[config.mk]
export PLATFORM = sky130hd
export DESIGN_NAME = rr_lock_arbiter_flat
export DESIGN_NICKNAME = d
export VERILOG_FILES = /design/src/rtl/rr_lock_arbiter_if.sv /design/src/rtl/rr_lock_arbiter.sv /design/src/flat_wrapper.sv
export SDC_FILE = /design/constraint.sdc
export NUM_CORES = 1
export LEC_CHECK = 0
export CORE_AREA = 5 5 42 44
export DETAILED_ROUTE_END_ITERATION = 8
export DIE_AREA = 0 0 47 49
export DONT_BUFFER_PORTS = 1
export REMOVE_ABC_BUFFERS = 1
export SYNTH_ARGS = -nofsm -noshare
export SYNTH_HDL_FRONTEND = slang
export SYNTH_SLANG_ARGS = --single-unit
[constraint.sdc]
create_clock -name clk -period 1.2 [get_ports clk]
set_input_delay 0.06 -clock clk [delete_from_list [all_inputs] [get_ports clk]]
set_output_delay 0.06 -clock clk [all_outputs]
set_load 0.1 [all_outputs]
[src/rtl/rr_lock_arbiter_if.sv]
// Request/grant bundle between the requesting masters and the rr_lock_arbiter.
// The arbiter takes the slave modport; the requester side takes the master modport.
interface rr_lock_arbiter_if #(
    parameter int SEL_WIDTH = 2
);
    localparam int N = 1 << SEL_WIDTH;

    logic [N-1:0]         req;
    logic                 done;
    logic [N-1:0]         gnt;
    logic [SEL_WIDTH-1:0] gnt_id;
    logic                 gnt_valid;
    logic                 timeout;

    modport master (
        output req,
        output done,
        input  gnt,
        input  gnt_id,
        input  gnt_valid,
        input  timeout
    );

    modport slave (
        input  req,
        input  done,
        output gnt,
        output gnt_id,
        output gnt_valid,
        output timeout
    );
endinterface

[src/rtl/rr_lock_arbiter.sv]
// Round-robin arbiter that locks its grant until the shared resource pulses done.
// Define ARB_TIMEOUT_EN to force release of a grant held for TIMEOUT cycles.
module rr_lock_arbiter #(
    parameter int SEL_WIDTH = 2,
    parameter int TIMEOUT   = 255
) (
    input  logic               clk,
    input  logic               rst_n,
    rr_lock_arbiter_if.slave   bus
);
    localparam int N = 1 << SEL_WIDTH;

    if (TIMEOUT < 1) begin : g_timeout_check
        $error("rr_lock_arbiter: TIMEOUT must be >= 1");
    end

    typedef enum logic {
        IDLE,
        BUSY
    } state_t;

    state_t               r_state;
    state_t               w_state_nxt;
    logic [N-1:0]         r_gnt;
    logic [N-1:0]         w_gnt_nxt;
    logic [SEL_WIDTH-1:0] r_gnt_id;
    logic [SEL_WIDTH-1:0] w_gnt_id_nxt;
    logic [SEL_WIDTH-1:0] r_last;
    logic [SEL_WIDTH-1:0] w_last_nxt;
    logic                 w_found;
    logic [SEL_WIDTH-1:0] w_win_id;
    logic [SEL_WIDTH-1:0] w_idx;
    logic                 w_timeout_hit;

`ifdef ARB_TIMEOUT_EN
    localparam int                CNT_W    = $clog2(TIMEOUT + 1);
    localparam logic [CNT_W-1:0]  CNT_LAST = CNT_W'(TIMEOUT - 1);

    logic [CNT_W-1:0] r_cnt;
    logic [CNT_W-1:0] w_cnt_nxt;
    logic             r_timeout;
    logic             w_timeout_nxt;

    assign w_timeout_hit = (r_cnt == CNT_LAST);
    assign bus.timeout   = r_timeout;
`else
    assign w_timeout_hit = 1'b0;
    assign bus.timeout   = 1'b0;
`endif

    assign bus.gnt       = r_gnt;
    assign bus.gnt_id    = r_gnt_id;
    assign bus.gnt_valid = |r_gnt;

    // Scan from the slot after the last winner; the final step (i == N) revisits last itself.
    always_comb begin
        w_found  = 1'b0;
        w_win_id = '0;
        w_idx    = '0;
        for (int i = 1; i <= N; i++) begin
            w_idx = r_last + SEL_WIDTH'(i);
            if (!w_found && bus.req[w_idx]) begin
                w_found  = 1'b1;
                w_win_id = w_idx;
            end
        end
    end

    always_comb begin
        w_state_nxt  = r_state;
        w_gnt_nxt    = r_gnt;
        w_gnt_id_nxt = r_gnt_id;
        w_last_nxt   = r_last;
`ifdef ARB_TIMEOUT_EN
        w_cnt_nxt     = r_cnt;
        w_timeout_nxt = 1'b0;
`endif
        case (r_state)
            IDLE: begin
                if (w_found) begin
                    w_state_nxt  = BUSY;
                    w_gnt_nxt    = N'(1) << w_win_id;
                    w_gnt_id_nxt = w_win_id;
`ifdef ARB_TIMEOUT_EN
                    w_cnt_nxt    = '0;
`endif
                end
            end
            BUSY: begin
                // A real done takes precedence, so a coincident timeout does not pulse.
                if (bus.done || w_timeout_hit) begin
                    w_state_nxt = IDLE;
                    w_gnt_nxt   = '0;
                    w_last_nxt  = r_gnt_id;
`ifdef ARB_TIMEOUT_EN
                    w_timeout_nxt = !bus.done;
`endif
                end else begin
`ifdef ARB_TIMEOUT_EN
                    w_cnt_nxt = r_cnt + CNT_W'(1);
`endif
                end
            end
            default: begin
                w_state_nxt = IDLE;
                w_gnt_nxt   = '0;
            end
        endcase
    end

    always_ff @(posedge clk or negedge rst_n) begin
        if (!rst_n) begin
            r_state  <= IDLE;
            r_gnt    <= '0;
            r_gnt_id <= '0;
            r_last   <= '1;
`ifdef ARB_TIMEOUT_EN
            r_cnt     <= '0;
            r_timeout <= 1'b0;
`endif
        end else begin
            r_state  <= w_state_nxt;
            r_gnt    <= w_gnt_nxt;
            r_gnt_id <= w_gnt_id_nxt;
            r_last   <= w_last_nxt;
`ifdef ARB_TIMEOUT_EN
            r_cnt     <= w_cnt_nxt;
            r_timeout <= w_timeout_nxt;
`endif
        end
    end
endmodule

[src/flat_wrapper.sv]
// flat-port wrapper written by rule: the top's interface ports become plain ports
module rr_lock_arbiter_flat 
#(
    parameter int SEL_WIDTH = 2,
    parameter int TIMEOUT   = 255
)
  (clk, rst_n, bus_req, bus_done, bus_gnt, bus_gnt_id, bus_gnt_valid, bus_timeout);
  rr_lock_arbiter_if #(.SEL_WIDTH(SEL_WIDTH)) bus_i ();
  input  logic clk;
  input  logic rst_n;
  input wire logic [$bits(bus_i.req)-1:0] bus_req;
  input wire logic [$bits(bus_i.done)-1:0] bus_done;
  output wire logic [$bits(bus_i.gnt)-1:0] bus_gnt;
  output wire logic [$bits(bus_i.gnt_id)-1:0] bus_gnt_id;
  output wire logic [$bits(bus_i.gnt_valid)-1:0] bus_gnt_valid;
  output wire logic [$bits(bus_i.timeout)-1:0] bus_timeout;
  assign bus_i.req = bus_req;
  assign bus_i.done = bus_done;
  assign bus_gnt = bus_i.gnt;
  assign bus_gnt_id = bus_i.gnt_id;
  assign bus_gnt_valid = bus_i.gnt_valid;
  assign bus_timeout = bus_i.timeout;
  rr_lock_arbiter #(.SEL_WIDTH(SEL_WIDTH), .TIMEOUT(TIMEOUT)) u_core (.clk(clk), .rst_n(rst_n), .bus(bus_i));
endmodule
==> run metrics, run 1 <==
antenna violations before repair=0; met1 global-route usage=13.21%; post-synthesis adder-cell area fraction=0%; area growth from synthesis to layout=38.94%; Fin. Hold Viols=0; fillers=roughly 140; effective utilization at floorplan=37.14%; setup ws final=-0.2283 ns; CP Cell Sequence=or4_4, buf_12; Clock Latency Late Sink=around 0.26 ns; status=finished, violations left; GRT Total Usage=between 10% and 20%; clock buffer depth=2; routing usage on met2=18.78%; hold path startpoint=bus_req[0]; total vias in the final route=between 400 and 500; Area after DPL=635.6 µm²; CP Class=flop to primary output; Worst-path clk slew=roughly 0.060 ns; multiplexer area fraction after synthesis=around 8.2%; HP Class=input pin to flop; largest net degree at the start of global routing=11; Compound-Gate Fraction of Synth Area=around a fifth; RSZ-0062 raised after global routing=yes; Post-Synthesis Cells=50; Crit path required time=around 1.1 ns; WL per Instance=approximately 14 µm; Final Cycle Share=119.0%; Pwr Total=about 1.8 mW; Post-Layout Inst Area=just over 700 µm²; CTS H-Tree Depth=1; Worst Setup End Kind=primary output; Synth area leader=dfrtp_1; CTS tree=built; busiest grt layer=met2; layout cells sized above 1=47.06%; CP top delay family=simple AND/OR/NAND/NOR gates; Pwr Density=2541 mW/mm²; fin cells=84; top cells by area, synth=dfrtp_1, dfstp_2, and3b_1, o21ai_2, a21oi_1; CTS Sinks=9; vias per cell=~5.3; vias in the first global route=between 400 and 500; PortBufs=0; Die X=47 µm; worst setup path start=u_core.bus.gnt[1]; Antenna Violating Nets Remaining=0; DR iter-0 viols=5; Reg area=approximately 230 µm²; Post-Place Cells=between 70 and 80; Max IR drop VDD=roughly 1.4 mV; total negative slack=-1.067 ns; Rows=14; first-pass GRT wire length=a little under 2 mm; Setup-failing EPs final=7; TritonCTS Buffers=3; Worst Clk Skew=between 0.004 and 0.005 ns; P_leak=0.3401 nW; Multi-input gate area=roughly 310 µm²; #FFs+latches synth=9; # diodes=0; Post-Syn Area per Cell=10.41 µm²; failing checks=setup timing; Yosys top cell area share=33.65%; CP max FO=2; final worst path period need=roughly 1.4 ns; max frequency=700.1 MHz; global placement routability congestion=approximately 0.75; maxcap violations=0; fin. max-slew vios=0; Die Area=roughly 0.0023 mm²; worst r2r src=u_core.r_last[1]; synthesized area=520.5 µm²; final WL=~1.1 mm; DRC viols=0; simple-gate area share of the yosys netlist=between 20% and 30%; core region area=0.001401 mm²; clk root buf=clkbuf_4; crit path DAT=around 1.4 ns; M3 GR Usage=between 4 and 5%; XOR/XNOR Fraction of Synth Area=0%; Seq/Total Area, Yosys=about 44%; Die Height=~50 µm; Post-layout nets=76; CP max stage delay=around 0.55 ns; main combinational cell family by area after synthesis=simple AND/OR/NAND/NOR gates; remaining global-route overflow=0; # IOs=15; Unique masters post-synth=23; Slowest-stage cell, CP=or4_4; YS warnings=0; crit start category=flop; TritonRoute pass-1 iters=2; crit path buf inv count=1
final timing paths:
check	endpoint	slack (ns)	depth (start not counted)
setup / recovery	bus_gnt_valid	-0.23	2
hold / removal	u_core.bus.gnt[1]	0.06	2
max in group asynchronous	u_core.r_last[1]	0.73	1
setup reg to reg	u_core.bus.gnt[3]	-0.18	4
min in group asynchronous	u_core.bus.gnt[0]	0.16	1
hold reg to reg	u_core.r_last[0]	0.52	1
state kept, by name (all words and copies together), names as in the netlist:
name               count
u_core.bus.gnt         4
u_core.r_state         1
u_core.r_last          2
u_core.bus.gnt_id      2
report_power, final:
group          internal, mW  switching [mW]  total, mW  leakage [nW]
sequential            0.408          0.0761      0.484         0.109
combinational         0.367           0.756       1.12         0.216
clock                 0.128           0.102      0.230        0.0150
through the flow:
step / utilization (%) / worst slack [ns] / hold slack (ns)
2_1_floorplan: - / -0.6829 / -0.2356
3_3_place_gp: 45.36 / -0.1381 / -0.2353
3_5_place_dp: 45.36 / -0.1663 / -0.2353
4_1_cts: 51.61 / -0.2326 / 0.05363
5_1_grt: 51.61 / -0.2602 / 0.05606
6_report: 51.61 / -0.2283 / 0.06054
final cells by class:
class,instances,area share (%)
sequential,9,31.49
tap,16,2.768
clock buffer,4,3.633
multi-input combinational,39,42.73
timing repair buffer,16,19.38
placed cells by master (no fill, tap or decap), types with 2 or more instances in the layout:
cell type / n
buf_4: 12
dfrtp_1: 7
o21ai_2: 5
a21oi_1: 5
and3b_1: 5
clkbuf_4: 3
dlygate4sd3_1: 3
mux2i_1: 2
nand2b_1: 2
nor2_1: 2
mux2_1: 2
dfstp_2: 2
repair_timing:
item	CTS	global route
hold buffers	3	0
gates cloned	0	0
setup buffers	1	0
gates resized for setup	10	0
endpoints found under the hold margin	11	0
endpoints found under the setup margin	7	7
pin swaps	6	3
routing by layer:
metal,vias up,wire length [µm],share of wire [%]
li1,217,-,-
met1,217,446,39
met2,13,593,52
met3,2,81,7.1
met4,0,13,1.1
met5,-,0,0
cell usage after synthesis, drive strengths merged:
| master | number |
|---|---|
| a21boi | 1 |
| a21oi | 6 |
| and2b | 1 |
| and3b | 5 |
| buf | 2 |
| conb | 1 |
| dfrtp | 7 |
| dfstp | 2 |
| mux2 | 2 |
| mux2i | 2 |
| nand2 | 2 |
| nand2b | 2 |
| nor2 | 3 |
| nor2b | 1 |
| nor3 | 1 |
| nor4 | 1 |
| o21a | 1 |
| o21ai | 7 |
| o22a | 1 |
| or3 | 1 |
| or4 | 1 |
kinds of logic (layout without fill, tap and decap cells):
logic type	after synthesis	count (layout)
flip-flops	9	9
other	1	1
AO/OA/AOI/OAI	16	16
buffers and inverters	2	20
multiplexers	4	4
AND/OR/NAND/NOR	18	18
Power figures use the tool's default switching activity.
==> inputs of run 2 (changes only) <==
- PLACE_DENSITY: default -> 0.51
==> run 2 against run 1 <==
The run still ends with setup timing left. Sequential power about the same. Flip-flop and latch count unchanged. Register-to-register slack improved by 0.04 ns. Routed wire length increased by 12%. Final area increased by 0.69%. Clock power increased by 3%. Setup slack improved by 0.0041 ns. Total power increased by 1.4%. Highest routed layer unchanged.
==> run metrics, run 2 (synthesized netlist as in run 1, its figures left out) <==
status=finished, violations left; failing checks=setup timing; Final Cycle Share=118.7% (-0.34 points); DRC viols=0 (unchanged); TritonCTS Buffers=3 (unchanged); crit path DAT=1.36 ns (about the same); Crit path required time=1.14 ns (about the same); Worst Setup End Kind=primary output; CTS H-Tree Depth=1 (unchanged); clk root buf=clkbuf_4; antenna violations before repair=0 (unchanged); Setup-failing EPs final=7 (unchanged); Die Area=0.002303 mm² (unchanged); GRT Total Usage=13.38% (+1.9 points); final worst path period need=1.424 ns (-0.004075 ns); P_leak=0.3443 nW (+1.2%); maxcap violations=0 (unchanged); total vias in the final route=449 (unchanged); Sw Share=51.32% (+0.46 points); sequential share of power=26.1% (-0.3 points); global placement routability congestion=0.8607 (+15%); Die Height=49 µm (unchanged); Multi-input gate area=309.0 µm² (unchanged); DR iter-0 viols=1 (-4); routing usage on met2=23.30% (+4.5 points); Clock Power Share=12.7% (+0.2 points); M3 GR Usage=5.166% (+1.1 points); fin. max-slew vios=0 (unchanged); vias per cell=5.345 (unchanged); worst r2r src=u_core.r_last[1]; layout cells sized above 1=48.53% (+1.5 points); most frequent cells in the layout=buf_4, dfrtp_1, a21oi_1, and3b_1, o21ai_2; total negative slack=-0.8922 ns (+0.1752 ns); setup ws final=-0.2242 ns (+0.004075 ns); CTS tree=built; CP max FO=2 (unchanged); # IOs=15 (unchanged); largest net degree at the start of global routing=11 (unchanged); crit start category=flop; max FFs per register=4 (unchanged); effective utilization at floorplan=37.14% (unchanged); vias in the first global route=484 (+5.0%); Fin. Hold Viols=0 (unchanged); remaining global-route overflow=0 (unchanged); busiest grt layer=met2; area growth from synthesis to layout=39.90%; core region area=0.001401 mm² (unchanged); WL per Instance=15.12 µm (+12%); TritonRoute pass-1 iters=2 (unchanged); Worst Hold Depth=2 (unchanged); Worst-path clk slew=0.07 ns (about the same); R2R Path End=u_core.bus.gnt[3]; RSZ-0062 raised after global routing=yes; max frequency=702.1 MHz (+0.29%); switching pwr=0.9568 mW (+2.4%); DP Wirelength=roughly 960 µm; P_int=0.9075 mW (+0.49%); Max IR drop VDD=1.403 mV (+3.0%); first-pass GRT wire length=2.221 mm (+15%); fillers=134 (-2.2%); R2R cell count=4 (unchanged); met1 global-route usage=13.86% (+0.65 points); hold path startpoint=bus_done; Reg area=227.7 µm² (unchanged); pre-CTS setup slack=-0.1684 ns (-0.002046 ns); Clock Latency Late Sink=0.26 ns (about the same); PortBufs=0 (unchanged); most common cell after layout, fill and taps aside=buf_4; Pwr Density=2560 mW/mm² (+0.75%); # diodes=0 (unchanged); HP Class=input pin to flop; Antenna Violating Nets Remaining=0 (unchanged); CP Class=flop to primary output; Post-layout nets=76 (unchanged); clock buffer depth=2 (unchanged); Worst Hold Path EP=u_core.r_last[0]; Rows=14 (unchanged); Worst Clk Skew=0.007957 ns (+0.003610 ns); Die X=47 µm (unchanged); Util after Layout=51.96% (+0.36 points); CTS Sinks=9 (unchanged); final WL=1.270 mm (+12%); FF-to-FF setup slack=-0.14 ns (+0.04 ns); combinational share of power=61.3% (+0.2 points)
==> run 2: worst max-delay path, cell delays in order, from the launching register on <==
cell and delay, ns:
dfrtp_1 0.38, or4_4 0.55, buf_12 0.18
==> run 2: worst max-delay path by stage <==
stage / start / endpoint / depth (start not counted)
after floorplan: u_core.bus.gnt[1] / bus_gnt_valid / 1
after global placement: u_core.r_last[1] / u_core.bus.gnt[3] / 4
after detailed placement: u_core.r_last[1] / u_core.bus.gnt[2] / 5
after CTS: u_core.bus.gnt[3] / bus_gnt_valid / 2
after global routing: u_core.bus.gnt[3] / bus_gnt_valid / 2
final: u_core.bus.gnt[3] / bus_gnt_valid / 2
==> run 2: routing by layer <==
layer	wire [µm]	part of all wire, %
met1	470	37
met2	707	56
met3	80	6.3
met4	12	0.94
met5	0	0
==> run 2: metrics by stage <==
step	hold slack (ns)	power, mW	instance area, µm²	cells
6_report	0.05410	1.864	728.2	84
5_1_grt	0.05622	1.948	728.2	84
4_1_cts	0.05602	1.854	716.9	84
3_5_place_dp	-0.2354	1.523	628.1	76
3_3_place_gp	-0.2353	1.497	628.1	76
2_1_floorplan	-0.2356	1.225	505.5	48
==> run 2: repair_timing <==
action / CTS / global route
resized for setup: 7 / 4
buffers inserted: 2 / 0
cloned: 0 / 0
hold endpoints to repair: 11 / 0
pin swaps: 4 / 2
setup endpoints to repair: 7 / 7
hold buffers: 3 / 0
==> run 2: power groups by stage <==
stage / registers (mW) / logic, mW / clock network (mW)
detailed placement: 0.499 / 1.02 / 0
global placement: 0.488 / 1.01 / 0
global route: 0.503 / 1.19 / 0.254
floorplan: 0.855 / 0.370 / 0
finish: 0.486 / 1.14 / 0.236
CTS: 0.487 / 1.13 / 0.238
==> run 2: area by class of cell <==
type,count,share of cell area [%]
Clock buffer,3,3.093
Timing Repair Buffer,16,19.76
Tap cell,16,2.749
Sequential cell,9,31.27
Multi-Input combinational cell,39,42.44
Clock inverter,1,0.6873
